--- config.mk ---
export PLATFORM = sky130hd
export DESIGN_NAME = alu_cmd_queue_flat
export DESIGN_NICKNAME = d
export VERILOG_FILES = /design/src/rtl/alu_cmd_queue_pkg.sv /design/src/rtl/alu_cmd_queue_if.sv /design/src/rtl/alu_cmd_queue_fifo.sv /design/src/rtl/alu_cmd_queue.sv /design/src/flat_wrapper.sv
export SDC_FILE = /design/constraint.sdc
export NUM_CORES = 1
export LEC_CHECK = 0
export ABC_AREA = 1
export CAP_MARGIN = 20
export CORE_MARGIN = 2
export CORE_UTILIZATION = 41
export DETAILED_ROUTE_END_ITERATION = 7
export GPL_TIMING_DRIVEN = 0
export PLACE_DENSITY_LB_ADDON = 0.2
export SLEW_MARGIN = 20
export SYNTH_ARGS = -nofsm -noshare
export SYNTH_HDL_FRONTEND = slang
export SYNTH_SLANG_ARGS = --single-unit
export TNS_END_PERCENT = 50
--- constraint.sdc ---
create_clock -name clk -period 1.8 [get_ports clk]
set_input_delay 0.36 -clock clk [delete_from_list [all_inputs] [get_ports clk]]
set_output_delay 0.36 -clock clk [all_outputs]
set_load 0.1 [all_outputs]
--- src/rtl/alu_cmd_queue_pkg.sv ---
// Shared types and constants for the ALU command front end: opcodes,
// operand/result widths, the queued command layout and the output-register state.
package alu_pkg;

    localparam int OP_W   = 4;
    localparam int OPND_W = 8;
    localparam int RES_W  = 16;
    localparam int CMD_W  = OP_W + 2 * OPND_W;

    localparam logic [OP_W-1:0] OP_ADD = 4'b0000;
    localparam logic [OP_W-1:0] OP_SUB = 4'b0001;
    localparam logic [OP_W-1:0] OP_MUL = 4'b0010;
    localparam logic [OP_W-1:0] OP_DIV = 4'b0011;
    localparam logic [OP_W-1:0] OP_MOD = 4'b0100;
    localparam logic [OP_W-1:0] OP_AND = 4'b0101;
    localparam logic [OP_W-1:0] OP_OR  = 4'b0110;
    localparam logic [OP_W-1:0] OP_XOR = 4'b0111;
    localparam logic [OP_W-1:0] OP_NOT = 4'b1000;
    localparam logic [OP_W-1:0] OP_SHL = 4'b1001;
    localparam logic [OP_W-1:0] OP_SHR = 4'b1010;
    localparam logic [OP_W-1:0] OP_ROL = 4'b1011;
    localparam logic [OP_W-1:0] OP_ROR = 4'b1100;
    localparam logic [OP_W-1:0] OP_LT  = 4'b1101;
    localparam logic [OP_W-1:0] OP_GT  = 4'b1110;
    localparam logic [OP_W-1:0] OP_EQ  = 4'b1111;

    typedef struct packed {
        logic [OP_W-1:0]   sel;
        logic [OPND_W-1:0] a;
        logic [OPND_W-1:0] b;
    } alu_cmd_t;

    typedef enum logic {
        OS_EMPTY = 1'b0,
        OS_FULL  = 1'b1
    } out_state_e;

    // The ALU result is meaningless for a zero divisor, so the front end overrides it.
    function automatic logic is_div_zero(input alu_cmd_t cmd);
        return (cmd.sel == OP_DIV) && (cmd.b == '0);
    endfunction

endpackage

--- src/rtl/alu_cmd_queue_if.sv ---
// Command, ALU and result signals of alu_cmd_queue. Handshakes: a transfer happens
// on a rising edge where valid && ready; valid holds its payload until taken.
interface alu_cmd_queue_if #(parameter int DEPTH = 4);

    logic                       in_valid;
    logic                       in_ready;
    logic [alu_pkg::OP_W-1:0]   in_sel;
    logic [alu_pkg::OPND_W-1:0] in_a;
    logic [alu_pkg::OPND_W-1:0] in_b;

    logic [alu_pkg::OP_W-1:0]   alu_sel;
    logic [alu_pkg::OPND_W-1:0] alu_a;
    logic [alu_pkg::OPND_W-1:0] alu_b;
    logic [alu_pkg::RES_W-1:0]  alu_result;

    logic                       out_valid;
    logic                       out_ready;
    logic [alu_pkg::RES_W-1:0]  out_result;
    logic                       out_dz;
    logic [alu_pkg::OP_W-1:0]   out_sel;

    logic [$clog2(DEPTH):0]     level;

    modport slave (
        input  in_valid, in_sel, in_a, in_b, alu_result, out_ready,
        output in_ready, alu_sel, alu_a, alu_b, out_valid, out_result, out_dz,
               out_sel, level
    );

    modport master (
        output in_valid, in_sel, in_a, in_b, alu_result, out_ready,
        input  in_ready, alu_sel, alu_a, alu_b, out_valid, out_result, out_dz,
               out_sel, level
    );

endinterface

--- src/rtl/alu_cmd_queue_fifo.sv ---
// Synchronous command FIFO; head reads as zero while empty so the ALU sees idle operands.
module alu_cmd_fifo
    import alu_pkg::*;
#(
    parameter int DEPTH = 4,
    parameter int W     = CMD_W
) (
    input  logic                   clk,
    input  logic                   rst,
    input  logic                   push_i,
    input  logic                   pop_i,
    input  logic [W-1:0]           wdata_i,
    output logic [W-1:0]           head_o,
    output logic [$clog2(DEPTH):0] level_o,
    output logic                   full_o,
    output logic                   empty_o
);

    localparam int PW = $clog2(DEPTH);
    localparam int LW = PW + 1;

    logic [W-1:0]  mem_q [DEPTH];
    logic [PW-1:0] wr_ptr_q, wr_ptr_d;
    logic [PW-1:0] rd_ptr_q, rd_ptr_d;
    logic [LW-1:0] level_q, level_d;
    logic          do_push, do_pop;

    assign full_o  = (level_q == LW'(DEPTH));
    assign empty_o = (level_q == '0);
    assign do_push = push_i && !full_o;
    assign do_pop  = pop_i && !empty_o;

    // Pointers wrap naturally because DEPTH is a power of two.
    always_comb begin
        wr_ptr_d = wr_ptr_q;
        rd_ptr_d = rd_ptr_q;
        level_d  = level_q;
        if (do_push) wr_ptr_d = wr_ptr_q + PW'(1);
        if (do_pop)  rd_ptr_d = rd_ptr_q + PW'(1);
        case ({do_push, do_pop})
            2'b10:   level_d = level_q + LW'(1);
            2'b01:   level_d = level_q - LW'(1);
            default: level_d = level_q;
        endcase
    end

    always_ff @(posedge clk or posedge rst) begin
        if (rst) begin
            wr_ptr_q <= '0;
            rd_ptr_q <= '0;
            level_q  <= '0;
        end else begin
            wr_ptr_q <= wr_ptr_d;
            rd_ptr_q <= rd_ptr_d;
            level_q  <= level_d;
        end
    end

    always_ff @(posedge clk) begin
        if (do_push) mem_q[wr_ptr_q] <= wdata_i;
    end

    assign head_o  = empty_o ? '0 : mem_q[rd_ptr_q];
    assign level_o = level_q;

endmodule

--- src/rtl/alu_cmd_queue.sv ---
// ALU command front end: buffers commands, drives the external ALU from the FIFO head
// and registers one result (with divide-by-zero flag) behind a valid/ready output.
module alu_cmd_queue
    import alu_pkg::*;
#(
    parameter int DEPTH = 4
) (
    input  logic              clk,
    input  logic              rst,
    alu_cmd_queue_if.slave    bus,
    output out_state_e        state_o
);

    localparam int LW = $clog2(DEPTH) + 1;

    alu_cmd_t         in_cmd;
    alu_cmd_t         head;
    logic [CMD_W-1:0] head_raw;
    logic [LW-1:0]    fifo_level;
    logic             fifo_full, fifo_empty;
    logic             push, issue;

    out_state_e       state_q, state_d;
    logic             out_valid;
    logic [RES_W-1:0] out_result_q, result_d;
    logic             out_dz_q, dz_d;
    logic [OP_W-1:0]  out_sel_q;

    assign in_cmd = '{sel: bus.in_sel, a: bus.in_a, b: bus.in_b};

    // in_ready comes only from registered occupancy: a full FIFO never accepts,
    // even when the head is being issued in the same cycle.
    assign bus.in_ready = !fifo_full;
    assign push         = bus.in_valid && !fifo_full;
    assign issue        = !fifo_empty && (!out_valid || bus.out_ready);

    alu_cmd_fifo #(.DEPTH(DEPTH), .W(CMD_W)) u_fifo (
        .clk     (clk),
        .rst     (rst),
        .push_i  (push),
        .pop_i   (issue),
        .wdata_i (in_cmd),
        .head_o  (head_raw),
        .level_o (fifo_level),
        .full_o  (fifo_full),
        .empty_o (fifo_empty)
    );

    assign head        = alu_cmd_t'(head_raw);
    assign bus.alu_sel = head.sel;
    assign bus.alu_a   = head.a;
    assign bus.alu_b   = head.b;
    assign bus.level   = fifo_level;

    always_comb begin
        result_d = bus.alu_result;
        dz_d     = 1'b0;
        if (is_div_zero(head)) begin
            result_d = '0;
            dz_d     = 1'b1;
        end
    end

    // Output register occupancy FSM.
    always_ff @(posedge clk or posedge rst) begin
        if (rst) state_q <= OS_EMPTY;
        else     state_q <= state_d;
    end

    always_comb begin
        state_d = state_q;
        case (state_q)
            OS_EMPTY: if (issue) state_d = OS_FULL;
            OS_FULL:  if (!issue && bus.out_ready) state_d = OS_EMPTY;
            default:  state_d = OS_EMPTY;
        endcase
    end

    always_comb begin
        out_valid = (state_q == OS_FULL);
    end

    always_ff @(posedge clk or posedge rst) begin
        if (rst) begin
            out_result_q <= '0;
            out_dz_q     <= 1'b0;
            out_sel_q    <= '0;
        end else if (issue) begin
            out_result_q <= result_d;
            out_dz_q     <= dz_d;
            out_sel_q    <= head.sel;
        end
    end

    assign bus.out_valid  = out_valid;
    assign bus.out_result = out_result_q;
    assign bus.out_dz     = out_dz_q;
    assign bus.out_sel    = out_sel_q;
    assign state_o        = state_q;

endmodule

--- src/flat_wrapper.sv ---
// flat-port wrapper written by rule: the top's interface ports become plain ports
module alu_cmd_queue_flat import alu_pkg::*;
#(
    parameter int DEPTH = 4
)
  (clk, rst, state_o, bus_in_valid, bus_in_sel, bus_in_a, bus_in_b, bus_alu_result, bus_out_ready, bus_in_ready, bus_alu_sel, bus_alu_a, bus_alu_b, bus_out_valid, bus_out_result, bus_out_dz, bus_out_sel, bus_level);
  alu_cmd_queue_if #(.DEPTH(DEPTH)) bus_i ();
  input  logic clk;
  input  logic rst;
  output out_state_e state_o;
  input wire logic [$bits(bus_i.in_valid)-1:0] bus_in_valid;
  input wire logic [$bits(bus_i.in_sel)-1:0] bus_in_sel;
  input wire logic [$bits(bus_i.in_a)-1:0] bus_in_a;
  input wire logic [$bits(bus_i.in_b)-1:0] bus_in_b;
  input wire logic [$bits(bus_i.alu_result)-1:0] bus_alu_result;
  input wire logic [$bits(bus_i.out_ready)-1:0] bus_out_ready;
  output wire logic [$bits(bus_i.in_ready)-1:0] bus_in_ready;
  output wire logic [$bits(bus_i.alu_sel)-1:0] bus_alu_sel;
  output wire logic [$bits(bus_i.alu_a)-1:0] bus_alu_a;
  output wire logic [$bits(bus_i.alu_b)-1:0] bus_alu_b;
  output wire logic [$bits(bus_i.out_valid)-1:0] bus_out_valid;
  output wire logic [$bits(bus_i.out_result)-1:0] bus_out_result;
  output wire logic [$bits(bus_i.out_dz)-1:0] bus_out_dz;
  output wire logic [$bits(bus_i.out_sel)-1:0] bus_out_sel;
  output wire logic [$bits(bus_i.level)-1:0] bus_level;
  assign bus_i.in_valid = bus_in_valid;
  assign bus_i.in_sel = bus_in_sel;
  assign bus_i.in_a = bus_in_a;
  assign bus_i.in_b = bus_in_b;
  assign bus_i.alu_result = bus_alu_result;
  assign bus_i.out_ready = bus_out_ready;
  assign bus_in_ready = bus_i.in_ready;
  assign bus_alu_sel = bus_i.alu_sel;
  assign bus_alu_a = bus_i.alu_a;
  assign bus_alu_b = bus_i.alu_b;
  assign bus_out_valid = bus_i.out_valid;
  assign bus_out_result = bus_i.out_result;
  assign bus_out_dz = bus_i.out_dz;
  assign bus_out_sel = bus_i.out_sel;
  assign bus_level = bus_i.level;
  alu_cmd_queue #(.DEPTH(DEPTH)) u_core (.clk(clk), .rst(rst), .bus(bus_i), .state_o(state_o));
endmodule
# ---- Word-level counts from Yosys, hierarchy flattened
# Memory sizes are Yosys's and may differ from the RTL's.
# Index checks and enable logic that the tools add are counted.
dict set report word_totals {
  regBits 29
  input_bits 40
  n_memories 1
  ramBits 80
  word_cells 40
}
dict set report op_classes {
  n_reduce_logical 14
  add_sub_neg 4
  n_mux 9
  n_eq_ne 4
  bitwise_logic 1
}
# memory words width rd rd_clocked_by_memory_dff wr line_no
set mem_list {}
lappend mem_list {u_core.u_fifo.mem_q 4 20 1 0 1 alu_cmd_queue_fifo.sv:22} ;# logic [W-1:0] mem_q [DEPTH];
# op count
set op_table {}
lappend op_table {{$mux W20} 1}
lappend op_table {{$mux W16} 1}
lappend op_table {{$logic_not A8 Y1} 1}
lappend op_table {{$logic_and A1 B1 Y1} 6}
lappend op_table {{$pmux W3 S2} 1}
lappend op_table {{$mux W1} 5}
lappend op_table {{$add A2 B1 Y2 const B} 2}
lappend op_table {{$eq A4 B2 Y1 const B} 1}
lappend op_table {{$logic_not A1 Y1} 4}
lappend op_table {{$add A3 B1 Y3 const B} 1}
lappend op_table {{$eq A3 B3 Y1 const B} 1}
lappend op_table {{$logic_not A3 Y1} 1}
lappend op_table {{$sub A3 B1 Y3 const B} 1}
lappend op_table {{$eq A2 B1 Y1 const B} 1}
lappend op_table {{$eq A2 B2 Y1 const B} 1}
lappend op_table {{$pmux W1 S2} 1}
lappend op_table {{$reduce_bool A2 Y1} 1}
lappend op_table {{$logic_or A1 B1 Y1} 1}
lappend op_table {{$not A1 Y1} 1}

# ---- Logic depth before layout (Yosys ltp)
# Gate-level depths: netlist of the first run.
dict set report logic_depth {
  ltp_word 7
  ltp_mapped 13
  ltp_nobuf 10
}

# ---- By module
# A second synthesis of the first run with hierarchy kept.
dict set report hier_totals {
  cells_unflattened 520
  area_unflattened_um2 5205.0
}
# mod cells_per_inst instances area_each_um2
set by_module_without_submodules {}
lappend by_module_without_submodules {alu_cmd_fifo 375 1 4097.7}
lappend by_module_without_submodules {alu_cmd_queue 145 1 1107.3}

# ---- Least setup slack after synthesis of the first run
# Ideal clock, no wire load.
dict set report synth_path {
  path_kind {flip-flop to flip-flop}
  from {reg u_core.u_fifo.level_q[1], in the netlist u_core.u_fifo.level_o[1]}
  to {mem u_core.u_fifo.mem_q[0][0] (netlist name), enable pin}
  setup_time_ns 0.397
  synth_period_minus_slack_ns 3.702
  required_ns 1.403
  stages_incl_launch_ff 5
  slack_ns -1.902
  arrival_ns 3.305
  cell_sequence {dfrtp_1 inv_1 nand3_1 nand2_1 nor2_1}
}
dict set report synth_between {
  elab_chain_len 6
}
# element line_no
set synth_rtl {}
lappend synth_rtl {{start, declared} alu_cmd_queue_fifo.sv:25} ;# logic [LW-1:0] level_q, level_d;
lappend synth_rtl {{start signal, assigned} alu_cmd_queue_fifo.sv:55} ;# level_q <= level_d;
lappend synth_rtl {{$eq A3 B3 Y1 (*)} alu_cmd_queue_fifo.sv:28} ;# assign full_o = (level_q == LW'(DEPTH));
lappend synth_rtl {{$logic_not A1 Y1 (*)} -}
lappend synth_rtl {{named net bus_in_ready} flat_wrapper.sv:17} ;# output wire logic [$bits(bus_i.in_ready)-1:0] bus_in_ready;
lappend synth_rtl {{$logic_and A1 B1 Y1} alu_cmd_queue.sv:34} ;# assign push = bus.in_valid && !fifo_full;
lappend synth_rtl {{$logic_and A1 B1 Y1 (*)} alu_cmd_queue_fifo.sv:30} ;# assign do_push = push_i && !full_o;
lappend synth_rtl {{$mux W1 (*)} alu_cmd_queue_fifo.sv:60} ;# if (do_push) mem_q[wr_ptr_q] <= wdata_i;
lappend synth_rtl {{$mux W1 (not written as such) (*)} alu_cmd_queue_fifo.sv:60}
lappend synth_rtl {{end, declared} alu_cmd_queue_fifo.sv:22}
# The timed path passes the listed nets; every way through them passes the cells marked *.

# ---- Worst setup path in the final report of the first run
dict set report layout_path {
  from {reg u_core.u_fifo.level_q[1], in the netlist u_core.u_fifo.level_o[1]}
  to {out bus_alu_a[3]}
}
dict set report layout_between {
  elab_chain_len 2
}
# element line_no
set layout_rtl {}
lappend layout_rtl {{$logic_not A3 Y1} alu_cmd_queue_fifo.sv:29} ;# assign empty_o = (level_q == '0);
lappend layout_rtl {{$mux W20} alu_cmd_queue_fifo.sv:63} ;# assign head_o = empty_o ? '0 : mem_q[rd_ptr_q];
lappend layout_rtl {{end, declared} flat_wrapper.sv:19} ;# output wire logic [$bits(bus_i.alu_a)-1:0] bus_alu_a;
# Every way passes these cells.

==> flow_summary_export.csv, run 1 <==
group,metric,value,unit
outcome,status,"finished, violations left",
outcome,violations,"negative setup slack",
logic_synthesis,yosysSeqAreaShare,65.5,%
floorplanning,initial_utilization,41.8,%
logic_synthesis,syn_avg_cell_area,10.3,um^2
cts,root_buffer,"clkbuf_16",
sta,rsz0062_at_grt,"yes",
floorplanning,io_pins,87,
sta,max_slew_margin,48.0,%
floorplanning,fp.dieArea,12500,um^2
sta,layout_setup_ws,-0.324,ns
sta,tightest_slew,0.778,ns
global_route,overflow,0,
sta,clock_skew,0.00602,ns
cts,numClockSinks,109,
critical_path,cp_max_fo,5,
finish,fin_area,7270,um^2
global_route,grt_start_max_net_pins,30,
cts,worstSkewPairLatency,0.35,ns
finish,fin_nets,648,
cts,clk_pin_slew,0.07,ns
finish,antenna_cells,0,
finish,drive_gt1_share,38.1,%
drt,ant_nets,0,
critical_path,crit_path_max_incr_delay,0.44,ns
cts,cts.htree.levels,3,
logic_synthesis,synth_cell_types,28,
critical_path,start_kind,"register",
placed_design,placed_cell_area,6020,um^2
critical_path,cp_cell_sequence,"clkinv_4, nand3_4, clkinvlp_4, clkbuf_16, a21oi_4, buf_12",
drt,drc,0,
logic_synthesis,syn-cell-area,4780,um^2
drt,firstDrtPassIters,4,
sta,fin_crit,2.12,ns
sta,fin_hold_ws,0.427,ns
sta,setup_viol,59,
floorplanning,row_count,39,
worst_hold_path,min_path_type,"in -> async",
drt,wl_per_cell,15.9,um
critical_path,endpoint_kind,"primary output",
global_route,grt_pass1_wl,18.1,mm
critical_path,cp-startpoint,"u_core.u_fifo.level_o[1]",
run,max_cap_viol_count,0,
cts,clk_path_buf_depth,2,
critical_path,cp_slowest_cell,"dfrtp_4",
cts,numCtsBuffers,9,
critical_path,critical_path_class,"reg -> out",
cts,cts_tree,"built",
global_route,grt_antenna_before_repair,0,
sta,report.final.slew_viol_count,0,
floorplanning,fp.dieW,112,um
logic_synthesis,synth_nets,509,
drt,vias_per_cell,4.81,
floorplanning,die_h,112,um
finish,syn_to_final_growth,52.3,%
logic_synthesis,ys_ff_latch,109,
drt,via_count,3606,
sta,clock.fmax,471,MHz
floorplanning,coreArea,11400,um^2
logic_synthesis,syn_inst,463,
sta,hold_violations,0,
placed_design,place.gp.congestion,0.742,
finish,utilization,63.7,%
drt,drtIter0Drc,227,
sta,period_share,118,%
global_route,grtUsageTotal,18.6,%
logic_synthesis,yosysWarningCount,0,
critical_path,timing.rr.start,"u_core.u_fifo.level_o[1]",
placed_design,io_buffers,86,
drt,drt-total-wl,12.0,mm
global_route,grt_pass1_vias,3556,
critical_path,crit_arrival,1.76,ns
placed_design,dpl.hpwl,7.00,mm
critical_path,required,1.44,ns
[registers in the layout (all words and copies together), names as in the netlist]
| register | count |
|---|---|
| u_core.u_fifo.level_o | 3 |
| u_core.bus.out_result | 16 |
| u_core.u_fifo.wr_ptr_q | 2 |
| u_core.bus.out_valid | 1 |
| u_core.u_fifo.mem_q | 80 |
| u_core.u_fifo.rd_ptr_q | 2 |
| u_core.bus.out_sel | 4 |
| u_core.bus.out_dz | 1 |
[layout by cell type (no fill, tap or decap), types with 12 or more instances in the layout]
cell type	instances
buf_12	20
inv_1	53
clkdlybuf4s50_1	39
nand2_2	31
buf_4	27
clkdlybuf4s15_2	26
inv_2	13
edfxtp_1	80
nand2_1	88
clkbuf_16	13
dfrtp_1	25
buf_6	12
nand3_1	18
nor2_1	46
nor2_4	14
[layer usage]
layer	share of wire (%)	track usage (%)
met1	45	25.3
met2	47	30.1
met3	6.1	4.19
met4	1.5	5.37
met5	0	0
[Yosys cell counts (all sizes together)]
| cell | count | area [um^2] |
|---|---|---|
| o21ai | 24 | 120 |
| nand3 | 28 | 168 |
| inv | 71 | 274 |
| ha | 5 | 62.6 |
| buf | 14 | 120 |
| nand2 | 125 | 504 |
| and2 | 1 | 6.26 |
| fa | 1 | 20.0 |
| clkbuf | 6 | 22.5 |
| xor2 | 3 | 26.3 |
| xnor2 | 1 | 8.76 |
| a21oi | 11 | 58.8 |
| edfxtp | 80 | 2400 |
| nor2 | 63 | 251 |
| dfrtp | 29 | 726 |
| nand4 | 1 | 6.26 |
[final timing paths]
path | slack [ns] | end | cells past startpoint
setup / recovery | -0.32 | bus_alu_a[3] | 6
setup reg to reg | -0.23 | u_core.u_fifo.level_o[2] | 12
min in group clk | 0.48 | u_core.bus.out_result[2] | 2
hold reg to reg | 0.48 | u_core.bus.out_result[2] | 2
hold / removal | 0.43 | u_core.bus.out_result[2] | 2
max in group asynchronous | 0.90 | u_core.u_fifo.level_o[2] | 2
[cell type report]
| cell class | instances | area (um^2) |
|---|---|---|
| fill | 884 | 4140 |
| sequential | 109 | 3140 |
| multi-input combinational | 265 | 1640 |
| timing repair buffer | 128 | 1530 |
| inverter | 71 | 290 |
| clock buffer | 10 | 229 |
| buffer | 18 | 203 |
| tap | 143 | 179 |
| clock inverter | 6 | 61.3 |
[worst max-delay path: cells and delay by family (launching register included)]
| kind | cells | cell delay (ns) |
|---|---|---|
| AO/OA/AOI/OAI | 1 | 0.15 |
| buffers and inverters | 4 | 0.69 |
| flip-flops | 1 | 0.44 |
| AND/OR/NAND/NOR | 1 | 0.12 |
[what timing repair did]
item / in CTS / in global routing
setup buffers: 26 / 14
hold buffers: 0 / 0
pin swaps: 20 / 36
cloned: 3 / 3
gates resized for setup: 334 / 63
setup endpoints to repair: 72 / 123
[cells by family (layout without fill, tap and decap cells)]
family | Yosys count | count (layout) | synth area share, %
AO/OA/AOI/OAI | 35 | 35 | 3.75
AND/OR/NAND/NOR | 218 | 220 | 19.6
flip-flops | 109 | 109 | 65.5
XOR/XNOR | 4 | 4 | 0.734
adder cells (fa/ha/maj) | 6 | 6 | 1.73
buffers and inverters | 91 | 233 | 8.72
[stage by stage]
| stage | setup TNS [ns] | setup WS (ns) | cells |
|---|---|---|---|
| after floorplan | -20.78 | -0.522 | 463 |
| after global placement | -46.76 | -1.24 | 692 |
| after detailed placement | -46.50 | -1.25 | 692 |
| after CTS | -8.73 | -0.287 | 735 |
| after global routing | -15.27 | -0.389 | 750 |
| final | -9.18 | -0.324 | 750 |
Power of run 1 is not shown: default switching activity piles up to over one toggle a cycle in this logic, so the estimate is an artifact.
==> run 2: changes to the inputs <==
==> constraint.sdc (replaced) <==
create_clock -name clk -period 1.8 [get_ports clk]
set_input_delay 0.18 -clock clk [delete_from_list [all_inputs] [get_ports clk]]
set_output_delay 0.18 -clock clk [all_outputs]
set_load 0.1 [all_outputs]
==> run 2 against run 1 <==
The run still ends with negative setup slack left. Worst hold slack lost 0.19 ns. Critical path depth grew 2. Non-clock buffer count shrank 5. Core utilization shrank 0.14 points. Clock skew grew 0.0026 ns. Sequential share of layout area grew 0.097 points. Register-to-register slack gained 0.17 ns. Final area shrank 0.22%. Die area is the same. First-iteration DRC count shrank 19%. Flip-flop and latch count is the same. Highest routed layer unchanged.
==> flow_summary_export.csv, run 2 (synthesized netlist as in run 1, its figures left out) <==
group,metric,value,unit
outcome,status,"finished, violations left",
outcome,violations,"negative setup slack",
finish,antenna_cells,0,
drt,via_count,3593,
cts,clk_pin_slew,0.07,ns
finish,drive_gt1_share,35.5,%
floorplanning,die_h,112,um
critical_path,cp_cell_sequence,"buf_6, buf_8, buf_6, nor2_1, nor2_1, o21ai_2, a21oi_4, buf_12",
global_route,grt_start_max_net_pins,30,
drt,drt-total-wl,12.1,mm
finish,largest_register_ffs,80,
sta,max_slew_margin,34.0,%
floorplanning,initial_utilization,41.8,%
floorplanning,coreArea,11400,um^2
sta,clock.fmax,506,MHz
run,max_cap_viol_count,0,
drt,drtIter0Drc,183,
finish,fillers,904,
critical_path,crit_path_max_incr_delay,0.34,ns
floorplanning,fp.dieW,112,um
cts,root_buffer,"clkbuf_16",
cts,cts_tree,"built",
cts,numClockSinks,109,
sta,setup_viol,46,
global_route,grt_pass1_vias,3636,
finish,fin_nets,642,
placed_design,dpl.hpwl,6.95,mm
drt,firstDrtPassIters,4,
finish,mostFrequentLayoutCells,"88 x nand2_1, 80 x edfxtp_1, 54 x inv_1",
cts,ctsHoldBuffers,0,
cts,clk_path_buf_depth,2,
global_route,grtUsageTotal,19.5,%
drt,drc,0,
cts,worstSkewPairLatency,0.35,ns
sta,fin_crit,1.98,ns
worst_hold_path,min_path_type,"in -> async",
floorplanning,fp.dieArea,12500,um^2
drt,vias_per_cell,4.84,
cts,cts.htree.levels,3,
global_route,overflow,0,
drt,wl_per_cell,16.3,um
critical_path,cp_slowest_cell,"dfrtp_1",
drt,ant_nets,0,
critical_path,cp_max_fo,5,
sta,report.final.slew_viol_count,0,
critical_path,crit_arrival,1.80,ns
sta,rsz0062_at_grt,"yes",
critical_path,required,1.62,ns
critical_path,cp-startpoint,"u_core.u_fifo.rd_ptr_q[0]",
critical_path,endpoint_kind,"primary output",
global_route,grt_antenna_before_repair,0,
global_route,grt_pass1_wl,18.8,mm
finish,top_register,"u_core.u_fifo.mem_q",
sta,period_share,110,%
sta,hold_violations,0,
floorplanning,row_count,39,
placed_design,place.gp.congestion,0.751,
sta,fin_hold_ws,0.236,ns
floorplanning,io_pins,87,
sta,tightest_slew,0.994,ns
sta,clock_skew,0.00859,ns
cts,numCtsBuffers,9,
finish,syn_to_final_growth,51.9,%
placed_design,io_buffers,86,
critical_path,critical_path_class,"reg -> out",
finish,final_common_cell,"nand2_1",
critical_path,start_kind,"register",
critical_path,timing.rr.start,"u_core.u_fifo.rd_ptr_q[0]",
sta,layout_setup_ws,-0.177,ns
[run 2: changes by cell type in the layout (fill, tap and decap cells not counted), moves of 5 or more]
| cell | change |
|---|---|
| clkdlybuf4s15_2 | -22 |
| dlygate4sd2_1 | +20 |
| nor2_1 | -7 |
| o21ai_2 | +5 |
[run 2: per-stage QoR]
stage / utilization, % / setup slack (ns) / instance area (um^2) / TNS, ns / instances
finish: 63.6 / -0.177 / 7260 / -1.71 / 743
global route: 63.6 / -0.213 / 7260 / -8.01 / 743
CTS: 61.1 / -0.140 / 6980 / -1.53 / 737
detailed placement: 52.7 / -1.12 / 6020 / -30.70 / 693
global placement: 52.5 / -1.11 / 5990 / -58.28 / 692
floorplan: - / -0.466 / 4950 / -33.29 / 463
[run 2: cell type report]
type	count	area, um^2	area share, %
Sequential cell	109	3140	43.3
Multi-Input combinational cell	264	1690	23.3
Timing Repair Buffer	121	1410	19.4
Inverter	71	308	4.24
Buffer	20	229	3.15
Clock buffer	9	225	3.10
Tap cell	143	179	2.47
Clock inverter	6	71.3	0.983
[run 2: critical path, delay by kind of cell, from the launching register on]
| family | cells | cell delay, ns |
|---|---|---|
| buffers and inverters | 4 | 0.58 |
| AND/OR/NAND/NOR | 2 | 0.19 |
| flip-flops | 1 | 0.34 |
| AO/OA/AOI/OAI | 2 | 0.31 |
[run 2: routing by layer]
metal,up-vias,wire length (um),track usage [%],share of wire (%)
met1,1731,5100,25.5,42
met3,14,710,4.57,5.9
met5,-,0,0,0
met4,0,170,6.34,1.4
li1,1743,-,-,-
met2,105,6100,32.4,50
[run 2: final timing paths]
check	endpoint	cells past startpoint	slack (ns)
max in group asynchronous	u_core.u_fifo.level_o[0]	2	1.08
worst max-delay path	bus_alu_a[5]	8	-0.18
worst min-delay path	u_core.bus.out_result[6]	2	0.24
worst max register to register	u_core.bus.out_dz	14	-0.06
worst min register to register	u_core.bus.out_result[8]	2	0.48
min in group clk	u_core.bus.out_result[13]	5	0.44
[run 2: what timing repair did]
item / 4_1_cts / 5_1_grt
setup buffers: 24 / 6
endpoints found under the setup margin: 81 / 65
gates cloned: 5 / 0
resized for setup: 290 / 74
pin swaps: 24 / 22
Power of run 2 is left out for the same reason.
